## config.mk

```make
export PLATFORM = sky130hd
export DESIGN_NAME = twiddle_mult_pipe
export DESIGN_NICKNAME = d
export VERILOG_FILES = /design/src/rtl/fft_pkg.sv /design/src/rtl/twiddle_rom.sv /design/src/rtl/twiddle_mult_pipe.sv
export SDC_FILE = /design/constraint.sdc
export NUM_CORES = 2
export LEC_CHECK = 0
export CAP_MARGIN = 5
export CORE_MARGIN = 5
export CORE_UTILIZATION = 57
export CTS_BUF_LIST = sky130_fd_sc_hd__clkbuf_8
export DETAILED_ROUTE_END_ITERATION = 12
export PLACE_DENSITY = 0.88
export RECOVER_POWER = 25
export SLEW_MARGIN = 0
export SYNTH_ARGS = -nofsm -noshare
export SYNTH_HDL_FRONTEND = slang
export SYNTH_SLANG_ARGS = --single-unit
```

## constraint.sdc

```tcl
create_clock -name clk -period 7.2 [get_ports clk]
set_input_delay 0.72 -clock clk [delete_from_list [all_inputs] [get_ports clk]]
set_output_delay 0.72 -clock clk [all_outputs]
set_load 0.01 [all_outputs]
```

## src/rtl/fft_pkg.sv

```systemverilog
`default_nettype none
// ============================================================================
// Package     : fft_pkg
// Description : Shared defaults and width helpers for the FFT datapath blocks.
// Revision    : 1.0 - initial release
// ============================================================================
package fft_pkg;

    localparam int c_BW_DEFAULT   = 16;   // I/Q component width
    localparam int c_TW_DEFAULT   = 12;   // twiddle component width
    localparam int c_N_PT_DEFAULT = 64;   // twiddle table depth
    localparam int c_SAT_CNT_W    = 16;   // saturation event counter width

    // Full-precision width of one BW x TW signed multiply.
    function automatic int prod_width(input int bw, input int tw);
        return bw + tw;
    endfunction

    // Accumulator width: sum of two products plus room for the rounding offset.
    function automatic int acc_width(input int bw, input int tw);
        return bw + tw + 2;
    endfunction

    // Right shift that removes the twiddle unity scaling of 2^(TW-2).
    function automatic int round_shift(input int tw);
        return tw - 2;
    endfunction

    // Round-to-nearest of a real value; only used to build the twiddle table.
    function automatic int round_real(input real x);
        if (x >= 0.0) begin
            return $rtoi(x + 0.5);
        end
        return -$rtoi(0.5 - x);
    endfunction

endpackage
`default_nettype wire

```

## src/rtl/twiddle_rom.sv

```systemverilog
`default_nettype none
// ============================================================================
// Module      : twiddle_rom
// Description : Combinational twiddle table W(k) = round(2^(TW-2)*exp(-j*pi*k/N_PT)).
//               Entries are computed at elaboration, so every supported N_PT/TW
//               pair gets its own table without a separate generated file.
// Revision    : 1.0 - initial release
// ============================================================================
module twiddle_rom
    import fft_pkg::*;
#(
    parameter  int TW    = c_TW_DEFAULT,
    parameter  int N_PT  = c_N_PT_DEFAULT,
    localparam int CNT_W = $clog2(N_PT)
)(
    input  logic        [CNT_W-1:0] i_idx,
    output logic signed [TW-1:0]    o_wr,
    output logic signed [TW-1:0]    o_wi
);

    localparam real c_PI    = 3.14159265358979323846;
    localparam real c_UNITY = 2.0 ** (TW - 2);

    logic signed [TW-1:0] w_wr_tab [N_PT];
    logic signed [TW-1:0] w_wi_tab [N_PT];

    for (genvar gi = 0; gi < N_PT; gi++) begin : g_entry
        localparam real c_ANG = c_PI * gi / N_PT;
        localparam int  c_WR  = round_real(c_UNITY * $cos(c_ANG));
        localparam int  c_WI  = round_real(-c_UNITY * $sin(c_ANG));
        assign w_wr_tab[gi] = TW'(c_WR);
        assign w_wi_tab[gi] = TW'(c_WI);
    end

    assign o_wr = w_wr_tab[i_idx];
    assign o_wi = w_wi_tab[i_idx];

endmodule
`default_nettype wire

```

## src/rtl/twiddle_mult_pipe.sv

```systemverilog
`default_nettype none
// ============================================================================
// Module      : twiddle_mult_pipe
// Description : 3-stage complex multiply of a streaming sample by a table
//               twiddle, with rounding, saturation and a saturation counter.
//               A single global enable stalls the whole pipe on backpressure.
// Revision    : 1.0 - initial release
// ============================================================================
module twiddle_mult_pipe
    import fft_pkg::*;
#(
    parameter  int BW    = c_BW_DEFAULT,
    parameter  int TW    = c_TW_DEFAULT,
    parameter  int N_PT  = c_N_PT_DEFAULT,
    parameter  int TAG_W = 8,
    localparam int CNT_W = $clog2(N_PT)
)(
    input  logic                   clk,
    input  logic                   rst,
    input  logic                   in_valid,
    output logic                   in_ready,
    input  logic signed [BW-1:0]   in_re,
    input  logic signed [BW-1:0]   in_im,
    input  logic        [CNT_W-1:0] in_k,
    input  logic                   in_inv,
    input  logic        [TAG_W-1:0] in_tag,
    output logic                   out_valid,
    input  logic                   out_ready,
    output logic signed [BW-1:0]   out_re,
    output logic signed [BW-1:0]   out_im,
    output logic        [TAG_W-1:0] out_tag,
    output logic                   out_sat,
    output logic [c_SAT_CNT_W-1:0] sat_cnt,
    input  logic                   sat_clr
);

    localparam int c_PROD_W = prod_width(BW, TW);
    localparam int c_ACC_W  = acc_width(BW, TW);
    localparam int c_SHIFT  = round_shift(TW);

    localparam logic signed [c_ACC_W-1:0] c_RND = c_ACC_W'(2 ** (TW - 3));
    localparam logic signed [c_ACC_W-1:0] c_MAX = c_ACC_W'((2 ** (BW - 1)) - 1);
    localparam logic signed [c_ACC_W-1:0] c_MIN = ~c_MAX;

    // Scale down by the twiddle unity and clamp; result is {clamped, value}.
    function automatic logic [BW:0] scale_clamp(input logic signed [c_ACC_W-1:0] v);
        logic signed [c_ACC_W-1:0] sh;
        sh = v >>> c_SHIFT;
        if (sh > c_MAX) begin
            return {1'b1, c_MAX[BW-1:0]};
        end
        if (sh < c_MIN) begin
            return {1'b1, c_MIN[BW-1:0]};
        end
        return {1'b0, sh[BW-1:0]};
    endfunction

    logic                       w_en;
    logic signed [TW-1:0]       w_rom_wr;
    logic signed [TW-1:0]       w_rom_wi;
    logic signed [TW-1:0]       w_wi_eff;

    logic                       r_s1_valid;
    logic signed [BW-1:0]       r_s1_re;
    logic signed [BW-1:0]       r_s1_im;
    logic signed [TW-1:0]       r_s1_wr;
    logic signed [TW-1:0]       r_s1_wi;
    logic        [TAG_W-1:0]    r_s1_tag;

    logic signed [c_PROD_W-1:0] w_p_ar;
    logic signed [c_PROD_W-1:0] w_p_bi;
    logic signed [c_PROD_W-1:0] w_p_ai;
    logic signed [c_PROD_W-1:0] w_p_br;

    logic                       r_s2_valid;
    logic signed [c_PROD_W-1:0] r_s2_ar;
    logic signed [c_PROD_W-1:0] r_s2_bi;
    logic signed [c_PROD_W-1:0] r_s2_ai;
    logic signed [c_PROD_W-1:0] r_s2_br;
    logic        [TAG_W-1:0]    r_s2_tag;

    logic signed [c_ACC_W-1:0]  w_acc_re;
    logic signed [c_ACC_W-1:0]  w_acc_im;
    logic        [BW:0]         w_res_re;
    logic        [BW:0]         w_res_im;

    logic                       r_out_valid;
    logic signed [BW-1:0]       r_out_re;
    logic signed [BW-1:0]       r_out_im;
    logic        [TAG_W-1:0]    r_out_tag;
    logic                       r_out_sat;
    logic [c_SAT_CNT_W-1:0]     r_sat_cnt;

    // Every stage, valid bits included, moves only when the output slot frees up.
    assign w_en     = !r_out_valid || out_ready;
    assign in_ready = w_en;

    twiddle_rom #(
        .TW   (TW),
        .N_PT (N_PT)
    ) u_twiddle_rom (
        .i_idx (in_k),
        .o_wr  (w_rom_wr),
        .o_wi  (w_rom_wi)
    );

    // Inverse transform uses the conjugate twiddle. The table never holds
    // -2^(TW-1), so the negation cannot overflow.
    assign w_wi_eff = in_inv ? -w_rom_wi : w_rom_wi;

    // S1: capture the accepted sample together with its twiddle.
    always_ff @(posedge clk or posedge rst) begin
        if (rst) begin
            r_s1_valid <= 1'b0;
            r_s1_re    <= '0;
            r_s1_im    <= '0;
            r_s1_wr    <= '0;
            r_s1_wi    <= '0;
            r_s1_tag   <= '0;
        end else if (w_en) begin
            r_s1_valid <= in_valid;
            r_s1_re    <= in_re;
            r_s1_im    <= in_im;
            r_s1_wr    <= w_rom_wr;
            r_s1_wi    <= w_wi_eff;
            r_s1_tag   <= in_tag;
        end
    end

    assign w_p_ar = c_PROD_W'(r_s1_re) * c_PROD_W'(r_s1_wr);
    assign w_p_bi = c_PROD_W'(r_s1_im) * c_PROD_W'(r_s1_wi);
    assign w_p_ai = c_PROD_W'(r_s1_re) * c_PROD_W'(r_s1_wi);
    assign w_p_br = c_PROD_W'(r_s1_im) * c_PROD_W'(r_s1_wr);

    // S2: register the four full-precision partial products.
    always_ff @(posedge clk or posedge rst) begin
        if (rst) begin
            r_s2_valid <= 1'b0;
            r_s2_ar    <= '0;
            r_s2_bi    <= '0;
            r_s2_ai    <= '0;
            r_s2_br    <= '0;
            r_s2_tag   <= '0;
        end else if (w_en) begin
            r_s2_valid <= r_s1_valid;
            r_s2_ar    <= w_p_ar;
            r_s2_bi    <= w_p_bi;
            r_s2_ai    <= w_p_ai;
            r_s2_br    <= w_p_br;
            r_s2_tag   <= r_s1_tag;
        end
    end

    // Rounding offset is folded into the sum so one adder tree does both.
    assign w_acc_re = c_ACC_W'(r_s2_ar) - c_ACC_W'(r_s2_bi) + c_RND;
    assign w_acc_im = c_ACC_W'(r_s2_ai) + c_ACC_W'(r_s2_br) + c_RND;
    assign w_res_re = scale_clamp(w_acc_re);
    assign w_res_im = scale_clamp(w_acc_im);

    // S3: register the rounded, saturated result and its saturation flag.
    always_ff @(posedge clk or posedge rst) begin
        if (rst) begin
            r_out_valid <= 1'b0;
            r_out_re    <= '0;
            r_out_im    <= '0;
            r_out_tag   <= '0;
            r_out_sat   <= 1'b0;
        end else if (w_en) begin
            r_out_valid <= r_s2_valid;
            r_out_re    <= w_res_re[BW-1:0];
            r_out_im    <= w_res_im[BW-1:0];
            r_out_tag   <= r_s2_tag;
            r_out_sat   <= w_res_re[BW] | w_res_im[BW];
        end
    end

    // Count saturated outputs as they are handed off; clear has priority.
    always_ff @(posedge clk or posedge rst) begin
        if (rst) begin
            r_sat_cnt <= '0;
        end else if (sat_clr) begin
            r_sat_cnt <= '0;
        end else if (r_out_valid && out_ready && r_out_sat && (r_sat_cnt != '1)) begin
            r_sat_cnt <= r_sat_cnt + c_SAT_CNT_W'(1);
        end
    end

    assign out_valid = r_out_valid;
    assign out_re    = r_out_re;
    assign out_im    = r_out_im;
    assign out_tag   = r_out_tag;
    assign out_sat   = r_out_sat;
    assign sat_cnt   = r_sat_cnt;

endmodule
`default_nettype wire

```

==> flow_metrics.tcl <==
set metrics [dict create \
    outcome "complete, but fails checks" \
    violations "design-rule violations, max-capacitance violations, max-slew violations" \
    slew_violations 298 \
    ant_nets 0 \
    maxSlewHeadroom_pct -167 \
    antenna_found_initial 2 \
    hpwl_um 83000 \
    grt_max_degree 190 \
    min_period_over_period_pct 95.0 \
    core-area_um2 71500 \
    grt_pass1_wl_um 174000 \
    start_kind "register" \
    port_buffers 110 \
    rsz0062_at_grt "no" \
    critPathSlowestCell "dfrtp_1" \
    syn_nets 5826 \
    wl_um 105000 \
    fin_skew_ns 0.0550 \
    place_area_um2 43100 \
    ys_seq_area_share_pct 14.9 \
    clk_pin_slew_ns 0.06 \
    grt_pass1_vias 35000 \
    first_pass_iters 10 \
    crit_fanout 25 \
    fin_area_um2 44100 \
    wl_per_cell_um 18.5 \
    setup_slack_ns 0.363 \
    final_layout_size_suffix_gt1_share_pct 4.21 \
    areaGrowthSynthToFinish_pct 7.47 \
    rows 98 \
    worst_path_largest_cell_delay_ns 1.06 \
    synth.ff_latch_count 244 \
    cpLargestDelayFamily "adder cells" \
    drv_cap 2 \
    routed-via-count 32600 \
    die_height_um 278 \
    worst_hold_slack_ns 0.462 \
    period_needed_ns 6.84 \
    place_congestion 0.931 \
    grtUsageTotal_pct 27.4 \
    path_buf_inv 3 \
    synth_edf_count 0 \
    die_x_um 278 \
    crit_top_cell "fa_1" \
    cp_data_arrival_time_ns 7.21 \
    end_kind "register" \
    fin_nets 5844 \
    numCtsBuffers 45 \
    ctsHoldBuffers 0 \
    clock-sinks 244 \
    ctsLongestPathBuffers 3 \
    dieArea_um2 77400 \
    synth_cell_types 76 \
    post_cts_buffers 0 \
    min_path_type "reg -> reg" \
    syn_area_um2 41000 \
    hold_violations 0 \
    yosys_warnings 0 \
    vias_per_cell 5.72 \
    worst_pin_slew_ns 4.00 \
    first_iter_violations 3058 \
    start_util_pct 57.4 \
    overflow 0 \
    syn_inst 4702 \
    drc 1 \
    clk_latency_ns 0.67 \
    finalSetupViolations 0 \
    worstSetupPathType "reg -> reg" \
    max_freq_mhz 146 \
    setup_tns_ns 0 \
    async_reset_ff_share_pct 100 \
    cp_data_required_time_ns 7.57 \
    root_buffer "clkbuf_8" \
    avgSynthCellArea_um2 8.73 \
    boundaryPins 111 \
    cts_max_level 2 \
    post_cts_resized 0 \
    crit_chain "nand2_1 -> fa_1 -> inv_1 -> fa_1 -> fa_1 -> fa_1 -> inv_1 -> fa_1 -> inv_1 -> ha_1 -> a21oi_1 -> o21ai_0 -> a21oi_1 -> a31oi_1 -> nand4_1 -> a41oi_1 -> or4_1 -> a31oi_1 -> xor2_1 -> o21ai_1" \
    cts_tree "done" \
    synthFlopType "dfrtp_1" \
    place_ws_ns 0.683 \
]
-- layout make-up --
cell class,instances,area (um2)
multi-input cells,3360,30800
fillers,5581,27400
flip-flops and latches,244,6110
inverters,878,3300
repair buffers,191,1690
well taps,950,1190
clock buffers,59,812
clock inverters,23,196
diodes,1,2.50
-- cells in the final DEF, fill, tap and decap left out, types with 13 or more instances in the layout --
cell             Yosys  layout
buf_4                0      79
o21ai_0            128     128
o31ai_1             13      13
nand2b_1            43      43
nand3_1             42      42
o21ai_1             22      22
o21a_1              19      19
nand2_1            846     846
dfrtp_1            244     244
a211oi_1            22      22
nor2_1             230     230
and3_1              16      16
nor3_1              40      40
clkdlybuf4s50_1      0     107
and2_1             244     244
nand4_1             13      13
a31oi_1             21      21
a21o_1              37      37
nor2b_1             23      22
fa_1               712     712
inv_1              875     884
xnor2_1             84      84
xor2_1              64      64
ha_1               360     360
clkbuf_8             0      59
a21oi_1            190     190
-- sequential cells by signal, summed over array words and instances (netlist names), 8 cells and up --
register,count
out_im,16
out_re,16
out_tag,8
r_s1_im,16
r_s1_re,16
r_s1_tag,8
r_s1_wi,12
r_s1_wr,12
r_s2_ai,28
r_s2_ar,28
r_s2_bi,28
r_s2_br,28
r_s2_tag,8
sat_cnt,16
-- synth_stat cells (all sizes together) (5+ instances only) --
| cell | instances | area, um2 |
|---|---|---|
| a31o | 5 | 43.8 |
| nand3 | 42 | 210 |
| o21a | 19 | 143 |
| nand3b | 6 | 45.0 |
| nand2b | 43 | 269 |
| a31oi | 21 | 131 |
| fa | 712 | 14300 |
| a211oi | 22 | 165 |
| and2 | 244 | 1530 |
| a22oi | 5 | 37.5 |
| or2 | 7 | 43.8 |
| nor2 | 230 | 863 |
| a21oi | 200 | 1040 |
| buf | 18 | 87.6 |
| nor4 | 5 | 37.5 |
| nand2 | 856 | 3240 |
| or3 | 11 | 68.8 |
| xnor2 | 84 | 736 |
| nand4 | 13 | 81.3 |
| nor3b | 8 | 60.1 |
| xor2 | 64 | 561 |
| o21bai | 12 | 90.1 |
| o31ai | 13 | 97.6 |
| and3 | 16 | 100 |
| inv | 876 | 3290 |
| and4 | 7 | 61.3 |
| a21o | 37 | 278 |
| mux2i | 8 | 80.1 |
| ha | 360 | 4500 |
| a21boi | 9 | 67.6 |
| nor3 | 40 | 200 |
| o21ai | 150 | 751 |
| a211o | 8 | 70.1 |
| clkbuf | 202 | 758 |
| mux2 | 6 | 67.6 |
| o311ai | 5 | 43.8 |
| a2111oi | 5 | 50.0 |
| dfrtp | 244 | 6110 |
| nor2b | 23 | 144 |
| o211ai | 12 | 90.1 |
-- metal layers --
layer  track usage [%]  vias up  routed length [um]
met5                 0        -                  11
met1              33.0    16200               37700
met3              6.37      471                9900
li1                  -    14500                   -
met4              14.9        2                7090
met2              46.0     1531               50700
-- path summary, 6_finish.rpt --
path | start | endpoint | slack [ns] | depth (start not counted)
setup / recovery | r_s1_wi[6]$_DFFE_PP0P_ | r_s2_bi[26]$_DFFE_PP0P_ | 0.36 | 20
setup reg to reg | r_s1_wi[6]$_DFFE_PP0P_ | r_s2_bi[26]$_DFFE_PP0P_ | 0.36 | 20
min in group asynchronous | rst | r_s2_bi[10]$_DFFE_PP0P_ | 0.83 | 2
max in group asynchronous | rst | r_s1_im[4]$_DFFE_PP0P_ | 3.06 | 3
hold reg to reg | r_s2_valid$_DFFE_PP0P_ | out_valid$_DFFE_PP0P_ | 0.46 | 1
hold / removal | r_s2_valid$_DFFE_PP0P_ | out_valid$_DFFE_PP0P_ | 0.46 | 1
-- metrics by stage --
stage,util (%),instances
CTS,61.7,5704
floorplan,-,4702
global placement,60.3,5622
finish,61.7,5706
detailed placement,60.3,5622
global route,61.7,5706
-- logic make-up after synthesis --
logic type      share of synthesized area [%]
fa+ha+maj                                45.7
buf+inv                                  10.1
flops                                    14.9
mux                                     0.579
xor+xnor                                 3.16
simple gates                             17.2
compound gates                           8.38
Power is not shown: default switching activity piles up to over one toggle a cycle in this logic, so the estimate is an artifact.
